`src/rtl/ram_arb_pkg.sv`:
```
// Shared definitions for the work-RAM port arbiter: FSM states and default sizes.
package ram_arb_pkg;

   localparam int unsigned RAM_AW      = 15;
   localparam int unsigned RAM_DW      = 32;
   localparam int unsigned RAM_TIMEOUT = 255;
   localparam int unsigned CNT_W       = 8;

   typedef enum logic [1:0] {
      StIdle,
      StIssue,
      StWait,
      StDone
   } arb_state_e;

endpackage

```
`src/rtl/ram_port_arbiter_rr_pick.sv`:
```
// Combinational round-robin picker: first set bit of elig_i searching upward from last_i+1.
module rr_pick #(
   parameter int unsigned NREQ = 4
) (
   input  logic [NREQ-1:0] elig_i,
   input  logic [1:0]      last_i,
   output logic [1:0]      idx_o,
   output logic            valid_o
);

   int unsigned     j;
   logic [NREQ-1:0] rot;

   // Walk the NREQ candidates in priority order; the first eligible one wins.
   always_comb begin
      idx_o   = '0;
      valid_o = 1'b0;
      j       = 0;
      rot     = '0;
      for (int unsigned i = 1; i <= NREQ; i++) begin
         j   = (32'(last_i) + i) % NREQ;
         rot = elig_i >> j;
         if (!valid_o && rot[0]) begin
            valid_o = 1'b1;
            idx_o   = j[1:0];
         end
      end
   end

endmodule

```
`src/rtl/ram_port_arbiter.sv`:
```
// Round-robin arbiter serialising whole transactions from NREQ masters onto one RAM port.
import ram_arb_pkg::*;

module ram_port_arbiter #(
   parameter int unsigned NREQ    = 4,
   parameter int unsigned AW      = RAM_AW,
   parameter int unsigned DW      = RAM_DW,
   parameter int unsigned TIMEOUT = RAM_TIMEOUT
) (
   input  logic             clk_i,
   input  logic             rst_i,
   input  logic [NREQ-1:0]  req,
   input  logic [NREQ-1:0]  we,
   input  logic [NREQ*AW-1:0] addr,
   input  logic [NREQ*DW-1:0] din,
   output logic [NREQ-1:0]  done,
   output logic             err,
   output logic [DW-1:0]    dout,
   output logic             busy,
   output logic [1:0]       gnt_id,
   output logic [AW-1:0]    ram_addr,
   output logic [DW-1:0]    ram_din,
   output logic             ram_we,
   output logic             ram_start,
   input  logic [DW-1:0]    ram_dout,
   input  logic             ram_readrdy,
   input  logic             ram_saverdy
);

   arb_state_e       state_q, state_d;
   logic [1:0]       gnt_q, gnt_d;
   logic [1:0]       last_q, last_d;
   logic             we_q, we_d;
   logic [AW-1:0]    ram_addr_q, ram_addr_d;
   logic [DW-1:0]    ram_din_q, ram_din_d;
   logic             ram_we_q, ram_we_d;
   logic             ram_start_q, ram_start_d;
   logic [CNT_W-1:0] cnt_q, cnt_d;
   logic [NREQ-1:0]  done_q, done_d;
   logic             err_q, err_d;
   logic [DW-1:0]    dout_q, dout_d;
   logic [NREQ-1:0]  mask_q, mask_d;

   logic [NREQ-1:0]  elig;
   logic [1:0]       pick_idx;
   logic             pick_valid;
   logic             sel_we;
   logic [AW-1:0]    sel_addr;
   logic [DW-1:0]    sel_din;
   logic [NREQ-1:0]  gnt_onehot;
   logic             ready_match;

   // The served requester is hidden for one IDLE cycle so a late req drop is not re-granted.
   assign elig = req & ~mask_q;

   rr_pick #(
      .NREQ (NREQ)
   ) u_rr_pick (
      .elig_i  (elig),
      .last_i  (last_q),
      .idx_o   (pick_idx),
      .valid_o (pick_valid)
   );

   // Mux out the picked requester's command fields.
   always_comb begin
      sel_we   = 1'b0;
      sel_addr = '0;
      sel_din  = '0;
      for (int unsigned i = 0; i < NREQ; i++) begin
         if (pick_idx == 2'(i)) begin
            sel_we   = we[i];
            sel_addr = addr[i*AW +: AW];
            sel_din  = din[i*DW +: DW];
         end
      end
   end

   assign gnt_onehot  = {{(NREQ-1){1'b0}}, 1'b1} << gnt_q;
   // Only the ready matching the transaction direction counts.
   assign ready_match = we_q ? ram_saverdy : ram_readrdy;

   // Next-state logic for the transaction FSM, latches and timeout counter.
   always_comb begin
      state_d     = state_q;
      gnt_d       = gnt_q;
      last_d      = last_q;
      we_d        = we_q;
      ram_addr_d  = ram_addr_q;
      ram_din_d   = ram_din_q;
      ram_we_d    = 1'b0;
      ram_start_d = 1'b0;
      cnt_d       = cnt_q;
      done_d      = '0;
      err_d       = 1'b0;
      dout_d      = '0;
      mask_d      = mask_q;
      unique case (state_q)
         StIdle: begin
            mask_d = '0;
            if (pick_valid) begin
               gnt_d       = pick_idx;
               we_d        = sel_we;
               ram_addr_d  = sel_addr;
               ram_din_d   = sel_din;
               // Strobes are registered so they are high exactly during ISSUE.
               ram_we_d    = sel_we;
               ram_start_d = ~sel_we;
               state_d     = StIssue;
            end
         end
         StIssue: begin
            cnt_d   = '0;
            state_d = StWait;
         end
         StWait: begin
            if (ready_match) begin
               done_d  = gnt_onehot;
               dout_d  = we_q ? '0 : ram_dout;
               state_d = StDone;
            end else if (cnt_q == CNT_W'(TIMEOUT)) begin
               done_d  = gnt_onehot;
               err_d   = 1'b1;
               state_d = StDone;
            end else if (cnt_q != '1) begin
               cnt_d = cnt_q + 1'b1;
            end
         end
         StDone: begin
            last_d  = gnt_q;
            mask_d  = gnt_onehot;
            state_d = StIdle;
         end
         default: state_d = StIdle;
      endcase
   end

   // State and output registers with synchronous reset.
   always_ff @(posedge clk_i) begin
      if (rst_i) begin
         state_q     <= StIdle;
         gnt_q       <= '0;
         last_q      <= 2'(NREQ-1);
         we_q        <= 1'b0;
         ram_addr_q  <= '0;
         ram_din_q   <= '0;
         ram_we_q    <= 1'b0;
         ram_start_q <= 1'b0;
         cnt_q       <= '0;
         done_q      <= '0;
         err_q       <= 1'b0;
         dout_q      <= '0;
         mask_q      <= '0;
      end else begin
         state_q     <= state_d;
         gnt_q       <= gnt_d;
         last_q      <= last_d;
         we_q        <= we_d;
         ram_addr_q  <= ram_addr_d;
         ram_din_q   <= ram_din_d;
         ram_we_q    <= ram_we_d;
         ram_start_q <= ram_start_d;
         cnt_q       <= cnt_d;
         done_q      <= done_d;
         err_q       <= err_d;
         dout_q      <= dout_d;
         mask_q      <= mask_d;
      end
   end

   assign done      = done_q;
   assign err       = err_q;
   assign dout      = dout_q;
   assign busy      = (state_q != StIdle);
   assign gnt_id    = gnt_q;
   assign ram_addr  = ram_addr_q;
   assign ram_din   = ram_din_q;
   assign ram_we    = ram_we_q;
   assign ram_start = ram_start_q;

endmodule

```
`config.mk`:
```
export PLATFORM = sky130hd
export DESIGN_NAME = ram_port_arbiter
export DESIGN_NICKNAME = d
export VERILOG_FILES = /design/src/rtl/ram_arb_pkg.sv /design/src/rtl/ram_port_arbiter_rr_pick.sv /design/src/rtl/ram_port_arbiter.sv
export SDC_FILE = /design/constraint.sdc
export NUM_CORES = 1
export LEC_CHECK = 0
export CAP_MARGIN = 20
export CORE_ASPECT_RATIO = 0.5
export CORE_MARGIN = 8
export CORE_UTILIZATION = 33
export DETAILED_ROUTE_END_ITERATION = 6
export GPL_TIMING_DRIVEN = 0
export PLACE_DENSITY = 0.77
export SYNTH_ARGS = -nofsm -noshare
export SYNTH_HDL_FRONTEND = slang
export SYNTH_SLANG_ARGS = --single-unit
```
`constraint.sdc`:
```
create_clock -name clk_i -period 1.71 [get_ports clk_i]
set_input_delay 0.342 -clock clk_i [delete_from_list [all_inputs] [get_ports clk_i]]
set_output_delay 0.342 -clock clk_i [all_outputs]
set_load 0.1 [all_outputs]
```
# [After elaboration in Yosys (flattened, before gate mapping)]
# Index checks and enable logic that the tools add are counted.
[word_totals] memories=0 mem_bits_ro=0 input_bits=232 word_cells=94 mem_bits_rw=0 output_inout_bits=89 latch_bits=0 reg_bits=105
[op_classes] n_reduce_logical=18 shifts=5 magnitude_cmp=0 div=0 mul=0 add_sub_neg=5 bitwise=7 eq_ne=13 muxes=33
[op_table] op="two-way mux 32 bit" count=4
[op_table] op="two-way mux 15 bit" count=4
[op_table] op="two-way mux 8 bit" count=3
[op_table] op="one-hot mux 8 bit (2 select lines)" count=1
[op_table] op="right shift 4 x 2 -> 1 bit" count=4
[op_table] op="two-way mux 2 bit" count=7
[op_table] op="two-way mux 1 bit" count=10
[op_table] op="adder 8 x 1 -> 8 bit (second input constant)" count=1
[op_table] op="== test 2 bit (second input constant)" count=4
[op_table] op="== test 8 bit (second input constant)" count=1
[op_table] op="two-way mux 4 bit" count=2
[op_table] op="!= test 2 bit (second input constant)" count=4
[op_table] op="!= test 8 bit (second input constant)" count=1
[op_table] op="one-hot mux 2 bit (4 select lines)" count=1
[op_table] op="one-hot mux 4 bit (2 select lines)" count=1
[op_table] op="nonzero test 2 bit" count=3
[op_table] op="OR reduction 3 bit" count=2
[op_table] op="NOT 1 bit" count=5
[op_table] op="adder 2 x 1 -> 2 bit (second input constant)" count=2
[op_table] op="adder 2 bit (second input constant)" count=2
[op_table] op="bitwise AND 4 bit" count=1
[op_table] op="== test 2 x 1 -> 1 bit (second input constant)" count=2
[op_table] op="zero test 2 bit" count=2
[op_table] op="NOT 4 bit" count=1
[op_table] op="8 further kinds" count=13

# [Logic depth before layout (Yosys ltp)]
[logic_depth] depth_word=19 mapped_depth=8 ltp_nobuf=6

# [Cells and area by module]
# Synthesis repeated with hierarchy kept, for this count alone.
[hier_totals] cells_unflattened=474 area_unflattened_um2=4859.7
[modules_own_cells] mod="ram_port_arbiter" n_inst=1 cells_per_inst=460 seq_area_each_um2=2102.0 area_each_um2=4768.3
[modules_own_cells] mod="rr_pick" n_inst=1 cells_per_inst=14 seq_area_each_um2=0.0 area_each_um2=91.3

# [Worst setup path before layout]
# Ideal clock, no wire load.
[synth_timing] path_type="input -> register" start="in req[3]" end="reg ram_din_q[22], in the netlist ram_din[22]" setup_time_ps=138 cell_stages=7 setup_slack_ps=-77 path_buffers=2 arrival_time_ps=1649 t_required_ps=1572 cell_sequence="nor2b_2 -> o41ai_4 -> nor2_2 -> nand3_2 -> buf_2 -> buf_2 -> o221ai_1"
[synth_between] elab_chain_cells=17 word_cells_on_any_way=28 cone_classes="3 x eq/ne; 4 x shift; 12 x mux; 1 x bitwise; 8 x reduce/logical"
[synth_rtl] element="from (decl)" line_no="ram_port_arbiter.sv:12" text="input logic [NREQ-1:0] req,"
[synth_rtl] element="bitwise AND 4 bit (*)" line_no="ram_port_arbiter.sv:54" text="assign elig = req & ~mask_q;"
[synth_rtl] element="right shift 4 x 2 -> 1 bit" line_no="ram_port_arbiter_rr_pick.sv:22" text="rot = elig_i >> j;"
[synth_rtl] element="two-way mux 1 bit" line_no="ram_port_arbiter_rr_pick.sv:23" text="if (!valid_o && rot[0]) begin"
[synth_rtl] element="zero test 1 bit" line_no="ram_port_arbiter_rr_pick.sv:23"
[synth_rtl] element="logical AND 1 bit" line_no="ram_port_arbiter_rr_pick.sv:23"
[synth_rtl] element="two-way mux 1 bit" line_no="ram_port_arbiter_rr_pick.sv:23"
[synth_rtl] element="zero test 1 bit" line_no="ram_port_arbiter_rr_pick.sv:23"
[synth_rtl] element="logical AND 1 bit" line_no="ram_port_arbiter_rr_pick.sv:23"
[synth_rtl] element="two-way mux 1 bit" line_no="ram_port_arbiter_rr_pick.sv:23"
[synth_rtl] element="zero test 1 bit" line_no="ram_port_arbiter_rr_pick.sv:23"
[synth_rtl] element="logical AND 1 bit" line_no="ram_port_arbiter_rr_pick.sv:23"
[synth_rtl] element="two-way mux 2 bit" line_no="ram_port_arbiter_rr_pick.sv:23"
[synth_rtl] element="zero test 2 bit" line_no="ram_port_arbiter.sv:71" text="if (pick_idx == 2'(i)) begin"
[synth_rtl] element="two-way mux 32 bit (4 in series)" line_no="ram_port_arbiter.sv:71"
[synth_rtl] element="to (signal assigned)" line_no="ram_port_arbiter.sv:160" text="ram_din_q <= ram_din_d;"
[synth_rtl] element="to (decl)" line_no="ram_port_arbiter.sv:35" text="logic [DW-1:0] ram_din_q, ram_din_d;"
# Every way passes the cells marked *; elsewhere a longest branch is shown, timed or not.
# A chain may end at the register's enable or synchronous reset.

# [Worst setup path after layout]
[layout_timing] start="reg mask_q[0]" end="reg ram_addr_q[13], in the netlist ram_addr[13]"
[layout_between] elab_chain_cells=18 word_cells_on_any_way=29 cone_classes="3 x eq/ne; 4 x shift; 12 x mux; 2 x bitwise; 8 x reduce/logical"
[layout_rtl] element="from (decl)" line_no="ram_port_arbiter.sv:42" text="logic [NREQ-1:0] mask_q, mask_d;"
[layout_rtl] element="from (signal assigned)" line_no="ram_port_arbiter.sv:167" text="mask_q <= mask_d;"
[layout_rtl] element="NOT 4 bit (*)" line_no="ram_port_arbiter.sv:54"
[layout_rtl] element="bitwise AND 4 bit (*)" line_no="ram_port_arbiter.sv:54"
[layout_rtl] element="right shift 4 x 2 -> 1 bit" line_no="ram_port_arbiter_rr_pick.sv:22"
[layout_rtl] element="two-way mux 1 bit" line_no="ram_port_arbiter_rr_pick.sv:23"
[layout_rtl] element="zero test 1 bit" line_no="ram_port_arbiter_rr_pick.sv:23"
[layout_rtl] element="logical AND 1 bit" line_no="ram_port_arbiter_rr_pick.sv:23"
[layout_rtl] element="two-way mux 1 bit" line_no="ram_port_arbiter_rr_pick.sv:23"
[layout_rtl] element="zero test 1 bit" line_no="ram_port_arbiter_rr_pick.sv:23"
[layout_rtl] element="logical AND 1 bit" line_no="ram_port_arbiter_rr_pick.sv:23"
[layout_rtl] element="two-way mux 1 bit" line_no="ram_port_arbiter_rr_pick.sv:23"
[layout_rtl] element="zero test 1 bit" line_no="ram_port_arbiter_rr_pick.sv:23"
[layout_rtl] element="logical AND 1 bit" line_no="ram_port_arbiter_rr_pick.sv:23"
[layout_rtl] element="two-way mux 2 bit" line_no="ram_port_arbiter_rr_pick.sv:23"
[layout_rtl] element="zero test 2 bit" line_no="ram_port_arbiter.sv:71"
[layout_rtl] element="two-way mux 15 bit (4 in series)" line_no="ram_port_arbiter.sv:71"
[layout_rtl] element="to (signal assigned)" line_no="ram_port_arbiter.sv:159" text="ram_addr_q <= ram_addr_d;"
[layout_rtl] element="to (decl)" line_no="ram_port_arbiter.sv:34" text="logic [AW-1:0] ram_addr_q, ram_addr_d;"
# Marks and branches as above.

==> flow_summary.ini <==
[setup_path]
critPathCaptureType = register
reg2reg_from = mask_q[0]$_SDFFE_PP0P_
path_cells = buf_4 > nand2b_1 > o211ai_1 > nand2_4 > buf_12 > buf_12 > mux2i_4 > o221ai_2
crit_path_top_delay_cell = dfxtp_2
cp.arrival_ps = 2150
endpoint = ram_addr[13]$_SDFFE_PP0N_
worstSetupStartpointType = register
cp_max_fo = 7
path_class = reg2reg
rr_worst_depth = 8
cp.required_ps = 1930
r2r_slack_ps = -220
critPathMaxStageDelay_ps = 340
cp-startpoint = mask_q[0]$_SDFFE_PP0P_
cp_common_cell = buf_12
r2r-end = ram_addr[13]$_SDFFE_PP0N_

[clock_tree]
numCtsBuffers = 9
clkSlewWorstSetupHoldPaths_ps = 80
cts_tree = yes
cts_buffer_depth = 2
cts_root_buffer = clkbuf_16
hold_buffers = 0
h-tree-depth = 3
clk_latency_ps = 350
clock-sinks = 105

[yosys]
syn_area_mm2 = 0.004871
synth_cell_types = 52
syn-num-nets = 723
synth_ff_type = dfxtp_1
yosysSeqAreaShare_pct = 43.15
ys_warn_count = 0
synth_edf_count = 0
synthesis.instances = 485
avgSynthCellArea_um2 = 10.04
synthArstFlopShare_pct = 0
ys_ff_latch = 105

[pwr]
combPwrFrac_pct = 61.0
peakVddDrop_uv = 680.0
clkPwrFrac_pct = 15.1
swShare_pct = 51.17
p_leak_nw = 3.733
cellInternalPower_mw = 6.851
seqPwrFrac_pct = 23.9
p_sw_mw = 7.179
p_per_area_mw_per_mm2 = 1438

[sta]
period_share_pct = 112.8
min_period_ps = 1929
drv_slew = 0
layout_setup_ws_ps = -218.8
worst_slew_pin_slew_ps = 658.4
rsz0062_at_grt = yes
setup_viol_count_final = 49
fin_skew_ps = 12.03
timing.slew.headroom_pct = 55.70
fin_hold_ws_ps = 450.8
hold_viol = 0
max_freq_mhz = 518.5

[layout]
drive_gt1_share_pct = 28.07
final_cell_mix = clkdlybuf4s50_1, dfxtp_1, clkdlybuf4s15_2
finalInstanceArea_mm2 = 0.009753
syn2layout_area_growth_pct = 100.2
antenna_cells = 0
fillCellCount = 1061
final_core_utilization_pct = 67.59
instances_no_fill = 1053
layout_commonest_cell = clkdlybuf4s50_1
layout.nets = 1088

[place]
dpl_worst_slack_ps = -948.7
dpl_cell_area_mm2 = 0.008349
hpwl_mm = 16.16
gp_congestion = 0.8294
dp_cells = 1003
port-buffer-count = 320

[routing]
drt-pass1-iter-count = 5
post_drt_wl_per_cell_um = 20.91
routed_wl_mm = 22.01
vias = 5222
drt-initial-drc-count = 192
ant_nets = 0
viasPerCell = 4.959
drc = 0

[worst_hold_path]
hp-start = ram_readrdy
min_path_type = in2reg

[global_route]
top_usage_layer = met2
grtUsageMet1_pct = 22.98
antenna_found_initial = 0
grt_overflow = 0
grt_pass1_vias = 5367
grt_max_degree = 22
grt_pass1_wl_mm = 30.17
grt_util_met3_pct = 4.155
grt_use_met2_pct = 37.91
grt_use_total_pct = 19.99

[floorplanning]
start_util_pct = 33.76
die_x_um = 187.8
coreArea_mm2 = 0.01443
die_h_um = 101.9
ios = 321
fp.dieArea_mm2 = 0.01914
rows = 31

[job]
drv_cap = 0

[status]
status = finished with violations
violations = setup timing
[through the flow]
stage | TNS (ps) | power (mW)
after global placement | -75760 | 10.87
after global routing | -12000 | 14.49
after CTS | -5414 | 13.71
after floorplan | -289.4 | 8.759
final | -7132 | 14.03
after detailed placement | -77320 | 10.94
[worst min-delay path by stage]
stage | to | slack (ps) | cells past startpoint
finish | err$_SDFF_PP0_ | 450 | 3
global route | err$_SDFF_PP0_ | 460 | 3
CTS | ram_din[30]$_SDFFE_PP0N_ | 470 | 2
detailed placement | ram_din[31]$_SDFFE_PP0N_ | 450 | 2
global placement | ram_addr[12]$_SDFFE_PP0N_ | 440 | 2
floorplan | err$_SDFF_PP0_ | 420 | 1
[kinds of logic (layout without fill, tap and decap cells)]
family / after synthesis / after routing / share of synthesized area (%)
buf+inv: 38 / 408 / 4.341
simple gates: 148 / 148 / 15.93
fa+ha+maj: 6 / 6 / 1.541
xor+xnor: 4 / 4 / 0.7192
compound gates: 88 / 88 / 14.59
flops: 105 / 105 / 43.15
mux: 96 / 96 / 19.73
[what timing repair did]
| action | 4_1_cts | 5_1_grt |
|---|---|---|
| cloned | 7 | 2 |
| setup endpoints to repair | 181 | 56 |
| pin swaps | 41 | 26 |
| setup buffers | 19 | 11 |
| gates resized for setup | 373 | 62 |
[worst max-delay path: cells and delay by family, from the launching register on]
| family | cells | cell delay, ps |
|---|---|---|
| flip-flops | 1 | 340 |
| AO/OA/AOI/OAI | 2 | 330 |
| AND/OR/NAND/NOR | 2 | 420 |
| multiplexers | 1 | 270 |
| buffers and inverters | 3 | 460 |
[routing by layer]
metal | up-vias | share of wire, %
met2 | 163 | 54
li1 | 2520 | -
met3 | 22 | 4.7
met1 | 2517 | 40
met4 | 0 | 1.6
met5 | - | 0
[state kept, by name, indices dropped and copies added (netlist names)]
register and flops:
err 1, dout 32, ram_start 1, state_q 2
done 4, we_q 1, mask_q 4, cnt_q 8
ram_we 1, last_q 2, ram_addr 15, ram_din 32
gnt_id 2
[final cells by class]
class / instances / area, um2 / area share (%)
repair buffers: 355 / 3740 / 38.35
well taps: 198 / 247.7 / 2.540
clock buffers: 9 / 225.2 / 2.309
clock inverters: 7 / 80.08 / 0.8210
plain buffers: 32 / 380.4 / 3.900
flip-flops and latches: 105 / 2122 / 21.76
multi-input cells: 342 / 2939 / 30.13
inverters: 5 / 18.77 / 0.1924
[synthesized netlist by cell type (4+ instances only)]
| library cell | count | share of area [%] |
|---|---|---|
| dfxtp_1 | 105 | 43 |
| mux2i_1 | 96 | 20 |
| nand2_1 | 53 | 4.1 |
| o221ai_1 | 48 | 8.6 |
| and2_1 | 36 | 4.6 |
| nor2_1 | 16 | 1.2 |
| clkbuf_1 | 15 | 1.2 |
| a21oi_1 | 13 | 1.3 |
| buf_2 | 10 | 1.0 |
| buf_6 | 7 | 1.6 |
| nand2b_1 | 7 | 0.90 |
| ha_1 | 6 | 1.5 |
| nand3_1 | 6 | 0.62 |
| inv_1 | 5 | 0.39 |
| nor2b_1 | 4 | 0.51 |
| o21ai_0 | 4 | 0.41 |
| xnor2_1 | 4 | 0.72 |
[power groups by stage]
stage	clock [mW]	sequential, mW	combinational (mW)
3_5_place_dp	0	3.36	7.58
6_report	2.12	3.36	8.55
4_1_cts	2.16	3.34	8.21
3_3_place_gp	0	3.34	7.53
5_1_grt	2.25	3.42	8.83
2_1_floorplan	0	6.90	1.86
Note: power is estimated with default switching activity, not from simulation.
==> edit, RTL diff (same flow settings) <==
The package constant `RAM_DW` goes from 32 to 48.
--- a/src/rtl/ram_arb_pkg.sv
+++ b/src/rtl/ram_arb_pkg.sv
@@ -4,3 +4,3 @@
    localparam int unsigned RAM_AW      = 15;
-   localparam int unsigned RAM_DW      = 32;
+   localparam int unsigned RAM_DW      = 48;
    localparam int unsigned RAM_TIMEOUT = 255;
Ports: changed (resized din, dout, ram_din and ram_dout); port bits go from 321 to 433. No check against the original RTL was run, so the function may have changed too.
==> edit against the unedited design <==
- the flow still finishes with violations (negative setup slack)
- routed wire length grew 35%
- total power grew 39%
- worst hold slack lost 0.025 ns
- die area grew 23%
- via count grew 30%
- worst setup slack lost 0.0022 ns
- sequential cell count grew 32
- final area grew 31%
- synthesized area grew 26%
- sequential share of layout area shrank 0.11 points
- synthesized cell count grew 25%
- largest cell class unchanged
==> edit: results (changes against the unedited design) <==
final setup fails=68 (+39%); ys async rst share=0% (unchanged); first-pass GRT wire length=43.0 mm (+43%); synth warn=0 (unchanged); multi-input logic area=3760 um2 (+28%); sequential fraction of the synthesis area=44.6% (+1.5 points); GRT busiest layer=met2; Clock Skew=0.00681 ns (-0.00523 ns); CP max-delay cell=a311oi_4; Largest delay share family, worst path=compound AO/OA/AOI/OAI gates; DRT Pass-1 Iters=5 (unchanged); fill count=1284 (+21%); Leak=4.96 nW (+33%); largest net degree at the start of global routing=17 (-23%); # nets final=1409 (+30%); Post-DP Area=10800 um2 (+30%); maximum number of buffers from clock root to sink=2 (unchanged); crit-path max FO=6 (-1); M2 GR Usage=43.5% (+5.6 points); Vias/cell=5.05 (+1.8%); maximum VDD drop=0.000799 V (+18%); layout cell share with drive strength beyond 1=28.7% (+0.64 points); dpl cells=1276 (+27%); syn nets=922 (+28%); GR Util met1=25.8% (+2.8 points); register clock-pin slew on the reported worst setup and hold paths=0.06 ns (-0.02 ns); H-tree depth=4 (+1); Area contributors post-synth=dfxtp_1, mux2i_1, o221ai_1, and2_1, nand2_1; met3 Use GR=5.73% (+1.6 points); CTS Buf Count=17 (+8); clk root buf=clkbuf_16; final setup margin=-0.221 ns (-0.00218 ns); initial antenna violation count=1 (+1); buffers added on ports=432 (+35%); Slew headroom=56.0% (+0.27 points); failing checks=negative setup slack; setup TNS=-10.11 ns (-2.98 ns); WP data arrival=2.21 ns (+0.06 ns); Synth top cells by count=dfxtp_1, mux2i_1, nand2_1; Distinct cells, synth=46 (-12%); Initial DRC Count=387 (+100%); Setup Slack @ Placement=-0.988 ns (-0.0390 ns); worst-skew pair later-pin latency=0.42 ns (+0.07 ns); per-cell routed wire length=22.1 um (+5.7%); Synth Instances=604 (+25%); status=finished with violations; via count=6793 (+30%); gpl congestion=0.858 (+3.4%); CP peak stage delay=0.37 ns (+0.03 ns); Total GRT Usage=23.4% (+3.4 points); vias in the first global route=7190 (+34%); detailed-placement wirelength estimate=22.0 mm (+36%); worst hold path type=input port to register
edit: worst paths after layout:
path / startpoint / to / slack [ns] / cells after the start
max: mask_q[0] / ram_din[5] / -0.22 / 8
max reg2reg: mask_q[0] / ram_din[5] / -0.22 / 8
min: rst_i / last_q[0] / 0.43 / 2
min reg2reg: ram_din[38] / ram_din[38] / 0.46 / 2
edit: worst register-to-register path, stage by stage (launching register included):
cell and delay, ns:
dfxtp_2 0.34, nand3b_1 0.22, a311oi_4 0.37, buf_12 0.16
nand2_8 0.08, buf_6 0.15, buf_12 0.15, mux2i_4 0.20
o221ai_1 0.14
edit: kinds of logic after synthesis:
kind of cell / count (synthesis) / share of synthesized area (%)
adder cells (fa/ha/maj): 6 / 1.22
AND/OR/NAND/NOR: 178 / 14.8
multiplexers: 128 / 20.9
buffers and inverters: 47 / 3.87
XOR/XNOR: 4 / 0.570
flip-flops: 137 / 44.6
AO/OA/AOI/OAI: 104 / 14.1
edit: layout make-up:
cell class	instances	area share (%)
antenna	1	0.0195
buffer	40	3.89
clock buffer	17	3.32
clock inverter	15	1.10
inverter	5	0.146
multi-input combinational	421	29.3
sequential	137	21.6
tap	240	2.34
timing repair buffer	469	38.2
edit: repair_timing:
item | 4_1_cts | 5_1_grt
gates cloned | 7 | 4
setup buffers | 21 | 6
resized for setup | 527 | 104
pin swaps | 18 | 23
setup endpoints to repair | 244 | 125
edit: report_power, final:
| part | internal, mW | switching [mW] | total (mW) |
|---|---|---|---|
| sequential | 3.95 | 0.466 | 4.42 |
| combinational | 3.72 | 7.71 | 11.4 |
| clock | 2.03 | 1.57 | 3.60 |
edit: layer usage:
layer,vias to the layer above,part of all wire [%]
met5,-,0
met4,0,2.9
met3,54,5.7
met2,263,54
met1,3278,37
li1,3198,-
